===== src/rtl/loader_pkg.sv =====
// Shared types and helpers for the boot-time program loader.
package loader_pkg;

  typedef enum logic [3:0] {
    ST_IDLE,
    ST_LEN_LO,
    ST_LEN_HI,
    ST_B0,
    ST_B1,
    ST_B2,
    ST_WRITE,
    ST_CSUM,
    ST_DONE,
    ST_ERROR
  } loader_state_t;

  localparam int LOADER_BYTES_PER_WORD = 3;

  // 8-bit modular running sum; a valid image totals zero including its CSUM byte.
  function automatic logic [7:0] csum_add(input logic [7:0] sum, input logic [7:0] b);
    return sum + b;
  endfunction

endpackage


===== src/rtl/prog_loader.sv =====
// Byte-stream program loader: length header, little-endian word assembly,
// sequential instruction-memory writes and an 8-bit zero-sum checksum.
module prog_loader
  import loader_pkg::*;
#(
  parameter int WORD_SIZE = 20,
  parameter int ADDR_SIZE = 16,
  parameter int MEM_SIZE  = 4096
) (
  input  logic                 clk,
  input  logic                 reset,
  input  logic                 start_i,
  input  logic [7:0]           byte_i,
  input  logic                 byte_valid_i,
  output logic                 byte_ready_o,
  output logic                 mem_we_o,
  output logic [ADDR_SIZE-1:0] mem_addr_o,
  output logic [WORD_SIZE-1:0] mem_data_o,
  output logic                 busy_o,
  output logic                 done_o,
  output logic                 error_o,
  output logic                 cpu_reset_o
);

  loader_state_t state, state_nxt;

  logic [15:0] len;
  logic [15:0] idx;
  logic [7:0]  sum;
  logic [7:0]  b0, b1;
  logic        accept;
  logic [16:0] len_in;
  logic [16:0] idx_inc;

  assign byte_ready_o = state inside {ST_LEN_LO, ST_LEN_HI, ST_B0, ST_B1, ST_B2, ST_CSUM};
  assign busy_o       = !(state inside {ST_IDLE, ST_DONE, ST_ERROR});
  assign done_o       = (state == ST_DONE);
  assign error_o      = (state == ST_ERROR);
  assign cpu_reset_o  = !done_o;

  assign accept  = byte_valid_i & byte_ready_o;
  // Full word count as it will be once LEN_HI lands, so the decision needs no extra cycle.
  assign len_in  = {1'b0, byte_i, len[7:0]};
  assign idx_inc = {1'b0, idx} + 17'd1;

  always_ff @(posedge clk) begin
    if (reset) state <= ST_IDLE;
    else       state <= state_nxt;
  end

  always_comb begin
    state_nxt = state;
    unique case (state)
      ST_IDLE, ST_DONE, ST_ERROR: if (start_i) state_nxt = ST_LEN_LO;
      ST_LEN_LO: if (accept) state_nxt = ST_LEN_HI;
      ST_LEN_HI: begin
        if (accept) begin
          if (len_in > 17'(MEM_SIZE)) state_nxt = ST_ERROR;
          else if (len_in == 17'd0)   state_nxt = ST_CSUM;
          else                        state_nxt = ST_B0;
        end
      end
      ST_B0:    if (accept) state_nxt = ST_B1;
      ST_B1:    if (accept) state_nxt = ST_B2;
      ST_B2:    if (accept) state_nxt = ST_WRITE;
      ST_WRITE: state_nxt = (idx_inc < {1'b0, len}) ? ST_B0 : ST_CSUM;
      ST_CSUM: begin
        if (accept) state_nxt = (csum_add(sum, byte_i) == 8'd0) ? ST_DONE : ST_ERROR;
      end
      default:  state_nxt = ST_IDLE;
    endcase
  end

  always_ff @(posedge clk) begin
    if (reset) begin
      len        <= '0;
      idx        <= '0;
      sum        <= '0;
      b0         <= '0;
      b1         <= '0;
      mem_we_o   <= 1'b0;
      mem_addr_o <= '0;
      mem_data_o <= '0;
    end else begin
      mem_we_o <= 1'b0;
      if (start_i && !busy_o) begin
        sum <= '0;
        idx <= '0;
      end
      if (accept) begin
        sum <= csum_add(sum, byte_i);
        unique case (state)
          ST_LEN_LO: len[7:0]  <= byte_i;
          ST_LEN_HI: len[15:8] <= byte_i;
          ST_B0:     b0        <= byte_i;
          ST_B1:     b1        <= byte_i;
          // Address/data latch with the strobe so they hold steady for the whole WRITE cycle.
          ST_B2: begin
            mem_we_o   <= 1'b1;
            mem_addr_o <= ADDR_SIZE'(idx);
            mem_data_o <= {byte_i[WORD_SIZE-17:0], b1, b0};
          end
          default: ;
        endcase
      end
      if (state == ST_WRITE) idx <= idx + 16'd1;
    end
  end

endmodule


===== config.mk =====
export PLATFORM = sky130hd
export DESIGN_NAME = prog_loader
export DESIGN_NICKNAME = d
export VERILOG_FILES = /design/src/rtl/loader_pkg.sv /design/src/rtl/prog_loader.sv
export SDC_FILE = /design/constraint.sdc
export NUM_CORES = 1
export LEC_CHECK = 0
export CORE_MARGIN = 5
export CORE_UTILIZATION = 45
export DETAILED_ROUTE_END_ITERATION = 10
export GPL_TIMING_DRIVEN = 0
export MAX_ROUTING_LAYER = met4
export PLACE_DENSITY = 0.65
export SYNTH_ARGS = -nofsm -noshare
export SYNTH_HDL_FRONTEND = slang
export SYNTH_SLANG_ARGS = --single-unit
export TNS_END_PERCENT = 100

===== constraint.sdc =====
create_clock -name clk -period 5.2 [get_ports clk]
set_clock_uncertainty 0.1 [all_clocks]
set_input_delay 1.56 -clock clk [delete_from_list [all_inputs] [get_ports clk]]
set_output_delay 1.56 -clock clk [all_outputs]
set_load 0.01 [all_outputs]

==> impl_results.html <==
<table>
<tr><th>Metric</th><th>Value</th></tr>
<tr><th colspan="2">Run status</th></tr>
<tr><td>Run status</td><td>complete, no violations</td></tr>
<tr><th colspan="2">Yosys</th></tr>
<tr><td>Count of flip-flops with a built-in enable after synthesis</td><td>0</td></tr>
<tr><td>Cell area after synthesis</td><td>4700 um2</td></tr>
<tr><td>Number of storage elements in the synthesis netlist</td><td>97</td></tr>
<tr><td>Gate Count Post-Synth</td><td>581</td></tr>
<tr><td>Avg Inst Size Synth</td><td>8.09 um2</td></tr>
<tr><td>Cells taking the most area after synthesis</td><td>sky130_fd_sc_hd__dfxtp_1, sky130_fd_sc_hd__nand2_1, sky130_fd_sc_hd__a21oi_1</td></tr>
<tr><td>Library cell occupying the most area in the post-synthesis netlist</td><td>sky130_fd_sc_hd__dfxtp_1</td></tr>
<tr><td>Post-synthesis sequential area ratio</td><td>41.3%</td></tr>
<tr><td>Post-synthesis cell type count</td><td>47</td></tr>
<tr><td>Synthesis Warnings</td><td>0</td></tr>
<tr><td>Async set-reset flop share out of synthesis</td><td>0%</td></tr>
<tr><td>Portion of synthesized cell area occupied by the leading cell type</td><td>41.3%</td></tr>
<tr><td>Post-Syn Nets</td><td>617</td></tr>
<tr><td>Post-synth top flop</td><td>sky130_fd_sc_hd__dfxtp_1</td></tr>
<tr><th colspan="2">Layout</th></tr>
<tr><td>Most frequent standard cell in the layout excluding fill and tap cells</td><td>sky130_fd_sc_hd__nand2_1</td></tr>
<tr><td>Final Instance Count excl. Fillers</td><td>785</td></tr>
<tr><td>Footprint of the flip-flops and latches</td><td>1940 um2</td></tr>
<tr><td>Summed area of non-filler cells in the final layout</td><td>5620 um2</td></tr>
<tr><td>Leading cell types in the layout, fill and taps excluded</td><td>sky130_fd_sc_hd__nand2_1, sky130_fd_sc_hd__dfxtp_1, sky130_fd_sc_hd__a21oi_1</td></tr>
<tr><td>Fill cells</td><td>979</td></tr>
<tr><td>Post-layout nets</td><td>680</td></tr>
<tr><td>Share of layout cells above drive strength 1</td><td>6.63%</td></tr>
<tr><td>Number of antenna diodes</td><td>0</td></tr>
<tr><td>Area taken by multi-input logic gates</td><td>2520 um2</td></tr>
<tr><td>Layout-stage area growth over the synthesis result</td><td>19.4%</td></tr>
<tr><th colspan="2">Worst setup path</th></tr>
<tr><td>Crit path capture type</td><td>register</td></tr>
<tr><td>Data arrival time at the worst-slack endpoint</td><td>4.34 ns</td></tr>
<tr><td>Critical path class</td><td>in -&gt; reg</td></tr>
<tr><td>Crit path launch type</td><td>primary input</td></tr>
<tr><td>Worst reg2reg endpoint</td><td>state[2]$_SDFFE_PP0P_</td></tr>
<tr><td>Worst R2R Path Depth</td><td>12</td></tr>
<tr><td>CP required</td><td>5.39 ns</td></tr>
<tr><td>Maximum fanout along the worst path</td><td>7</td></tr>
<tr><td>R2r startpoint</td><td>idx[0]$_SDFFE_PP0P_</td></tr>
<tr><td>FF-to-FF setup slack</td><td>1.63 ns</td></tr>
<tr><th colspan="2">Worst hold path</th></tr>
<tr><td>Hold path cells</td><td>2</td></tr>
<tr><td>Start point of the worst hold path</td><td>b0[7]$_SDFFE_PP0P_</td></tr>
<tr><td>Type of the worst min-delay path</td><td>reg -&gt; reg</td></tr>
<tr><td>Hold Path Sink</td><td>mem_data_o[7]$_SDFFE_PP0P_</td></tr>
<tr><th colspan="2">Timing</th></tr>
<tr><td>Rel. slew slack</td><td>38.0%</td></tr>
<tr><td>Fin Hold WS</td><td>0.356 ns</td></tr>
<tr><td>Setup TNS</td><td>0 ns</td></tr>
<tr><td>Upper clock frequency limit</td><td>0.241 GHz</td></tr>
<tr><td>Actual transition at the worst max-transition pin</td><td>0.922 ns</td></tr>
<tr><td>RSZ-0062 raised after global routing</td><td>false</td></tr>
<tr><td>Total count of max-transition violations in the final report</td><td>0</td></tr>
<tr><td>Final hold viol count</td><td>0</td></tr>
<tr><td>Period utilisation layout</td><td>79.8%</td></tr>
<tr><td>Final setup viols</td><td>0</td></tr>
<tr><td>Shortest period the worst path allows</td><td>4.15 ns</td></tr>
<tr><th colspan="2">Global routing</th></tr>
<tr><td>Pin count of the biggest net entering global routing</td><td>23</td></tr>
<tr><td>Global route total overflow</td><td>0</td></tr>
<tr><td>Initial antenna violation count</td><td>0</td></tr>
<tr><td>Via count of the first global-routing pass</td><td>4,148</td></tr>
<tr><td>Overall global routing resource usage</td><td>20.0%</td></tr>
<tr><td>First-pass GRT wire length</td><td>20,200 um</td></tr>
<tr><th colspan="2">Detailed routing</th></tr>
<tr><td>Per-cell routed wire length</td><td>15.6 um</td></tr>
<tr><td>Routed via count</td><td>4,216</td></tr>
<tr><td>Number of DRC markers in iteration 0</td><td>267</td></tr>
<tr><td>Post-route ant nets</td><td>0</td></tr>
<tr><td>DRC violation count after routing</td><td>0</td></tr>
<tr><td>Vias/cell</td><td>5.37</td></tr>
<tr><td>Final Routed Wirelength</td><td>12,200 um</td></tr>
<tr><td>Number of iterations in the first detailed-routing pass</td><td>5</td></tr>
<tr><th colspan="2">Clocking</th></tr>
<tr><td>Clock Pin Slew Worst Setup and Hold Paths</td><td>0.12 ns</td></tr>
<tr><td>CTS H-Tree Depth</td><td>3</td></tr>
<tr><td>Max Root-Sink Buffers</td><td>2</td></tr>
<tr><td>Cell chosen for the clock root</td><td>sky130_fd_sc_hd__clkbuf_8</td></tr>
<tr><td>CTS tree</td><td>built</td></tr>
<tr><td>Number of CTS-inserted buffers</td><td>9</td></tr>
<tr><td>Cts hold-fix bufs</td><td>0</td></tr>
<tr><td>Post-CTS Repair Setup Buffers</td><td>0</td></tr>
<tr><td>Clock network latency to the later pin of the worst-skew pair</td><td>0.38 ns</td></tr>
<tr><td>Number of clock sinks</td><td>97</td></tr>
<tr><td>Post-cts sizing count</td><td>0</td></tr>
<tr><th colspan="2">Pwr</th></tr>
<tr><td>VDD IR max</td><td>196 uV</td></tr>
<tr><td>Overall power of the completed layout</td><td>2.02 mW</td></tr>
<tr><td>Total power density per cell area</td><td>359 nW/um2</td></tr>
<tr><td>Leakage power total</td><td>2.19 nW</td></tr>
<tr><th colspan="2">Floorplan</th></tr>
<tr><td>Starting density of the core</td><td>45.8%</td></tr>
<tr><td>Area inside the core boundary</td><td>10,300 um2</td></tr>
<tr><td>Chip width</td><td>112 um</td></tr>
<tr><td>Total die area</td><td>12,600 um2</td></tr>
<tr><td>Die height</td><td>112 um</td></tr>
<tr><td>Site Rows</td><td>37</td></tr>
<tr><td>Ports placed on the boundary</td><td>54</td></tr>
<tr><th colspan="2">Placed design</th></tr>
<tr><td>Total of buffers placed on input and output ports</td><td>52</td></tr>
<tr><td>Final GP Congestion</td><td>0.868</td></tr>
<tr><td>Cell area after placement</td><td>5390 um2</td></tr>
<tr><td>HPWL Detailed</td><td>8740 um</td></tr>
<tr><td>Number of cells in the design after placement</td><td>769</td></tr>
<tr><th colspan="2">Run</th></tr>
<tr><td>Maxcap violations</td><td>0</td></tr>
</table>
-- logic make-up after synthesis --
group	Yosys count	synth area share, %
xor+xnor	22	4.10
fa+ha+maj	24	6.55
simple gates	228	22.1
compound gates	128	15.6
mux	24	5.11
flops	97	41.3
buf+inv	58	5.19
-- metal layers --
| metal | GRT usage (%) | share of wire, % |
|---|---|---|
| met3 | 3.77 | 4.3 |
| met5 | - | 0 |
| met2 | 32.9 | 48 |
| met4 | 6.73 | 2.0 |
| met1 | 24.7 | 46 |
-- stage by stage --
stage | worst slack, ns | util (%)
2_1_floorplan | 1.51 | -
3_3_place_gp | 0.689 | 52.5
3_5_place_dp | 0.690 | 52.5
4_1_cts | 1.10 | 54.6
5_1_grt | 0.889 | 54.6
6_report | 1.05 | 54.6
-- cell type report --
| class | count | area share, % |
|---|---|---|
| Clock buffer | 9 | 2.21 |
| Timing Repair Buffer | 52 | 9.27 |
| Multi-Input combinational cell | 426 | 44.8 |
| Clock inverter | 7 | 1.76 |
| Buffer | 38 | 3.01 |
| Tap cell | 136 | 3.03 |
| Inverter | 20 | 1.34 |
| Sequential cell | 97 | 34.6 |
-- report_power, final --
group / switching (mW) / total [mW] / internal (mW) / leakage [nW]
logic: 0.391 / 0.642 / 0.251 / 1.30
registers: 0.0407 / 0.840 / 0.799 / 0.783
clock network: 0.332 / 0.534 / 0.203 / 0.111
total: 0.763 / 2.02 / 1.25 / 2.19
-- worst max-delay path, cell delays in order --
cell,delay (ns)
sky130_fd_sc_hd__clkdlybuf4s50_1,0.60
sky130_fd_sc_hd__ha_1,0.34
sky130_fd_sc_hd__fa_1,0.42
sky130_fd_sc_hd__a211oi_1,0.32
sky130_fd_sc_hd__o21bai_1,0.13
sky130_fd_sc_hd__a21oi_1,0.18
sky130_fd_sc_hd__xnor2_1,0.10
sky130_fd_sc_hd__or4_1,0.50
sky130_fd_sc_hd__and3_1,0.18
-- cells in the mapped netlist, types with 2 or more instances --
cell type                    n
sky130_fd_sc_hd__a211oi_1    3
sky130_fd_sc_hd__a21o_1      6
sky130_fd_sc_hd__a21oi_1    72
sky130_fd_sc_hd__a22oi_1    16
sky130_fd_sc_hd__a31oi_1     2
sky130_fd_sc_hd__and2_1      4
sky130_fd_sc_hd__and3_1      6
sky130_fd_sc_hd__buf_2      15
sky130_fd_sc_hd__clkbuf_1   19
sky130_fd_sc_hd__clkbuf_2    3
sky130_fd_sc_hd__dfxtp_1    97
sky130_fd_sc_hd__ha_1       23
sky130_fd_sc_hd__inv_1      20
sky130_fd_sc_hd__mux2i_1    24
sky130_fd_sc_hd__nand2_1   102
sky130_fd_sc_hd__nand3_1    16
sky130_fd_sc_hd__nand3_2     2
sky130_fd_sc_hd__nand3b_1    3
sky130_fd_sc_hd__nand4_1     3
sky130_fd_sc_hd__nor2_1     61
sky130_fd_sc_hd__nor2b_1     2
sky130_fd_sc_hd__nor3_1      6
sky130_fd_sc_hd__nor4_1      3
sky130_fd_sc_hd__o211a_1     2
sky130_fd_sc_hd__o21ai_0    21
sky130_fd_sc_hd__or3_1       8
sky130_fd_sc_hd__or4_1       2
sky130_fd_sc_hd__xnor2_1    11
sky130_fd_sc_hd__xor2_1     11
-- state kept, by name, summed over array words and instances, names as in the netlist --
signal and flops:
mem_data_o 20, idx 16, len 16, mem_addr_o 16, b0 8, b1 8
sum 8, state 4, mem_we_o 1
-- worst max-delay path by stage --
stage | startpoint | depth (start not counted) | slack (ns) | end
global route | byte_i[0] | 9 | 0.89 | state[0]$_SDFFE_PP0P_
finish | byte_i[0] | 9 | 1.05 | state[0]$_SDFFE_PP0P_
global placement | byte_i[0] | 9 | 0.69 | state[0]$_SDFFE_PP0P_
floorplan | byte_i[0] | 8 | 1.51 | state[0]$_SDFFE_PP0P_
CTS | byte_i[0] | 9 | 1.10 | state[0]$_SDFFE_PP0P_
detailed placement | byte_i[0] | 9 | 0.69 | state[0]$_SDFFE_PP0P_
Note: power is estimated with default switching activity, not from simulation.
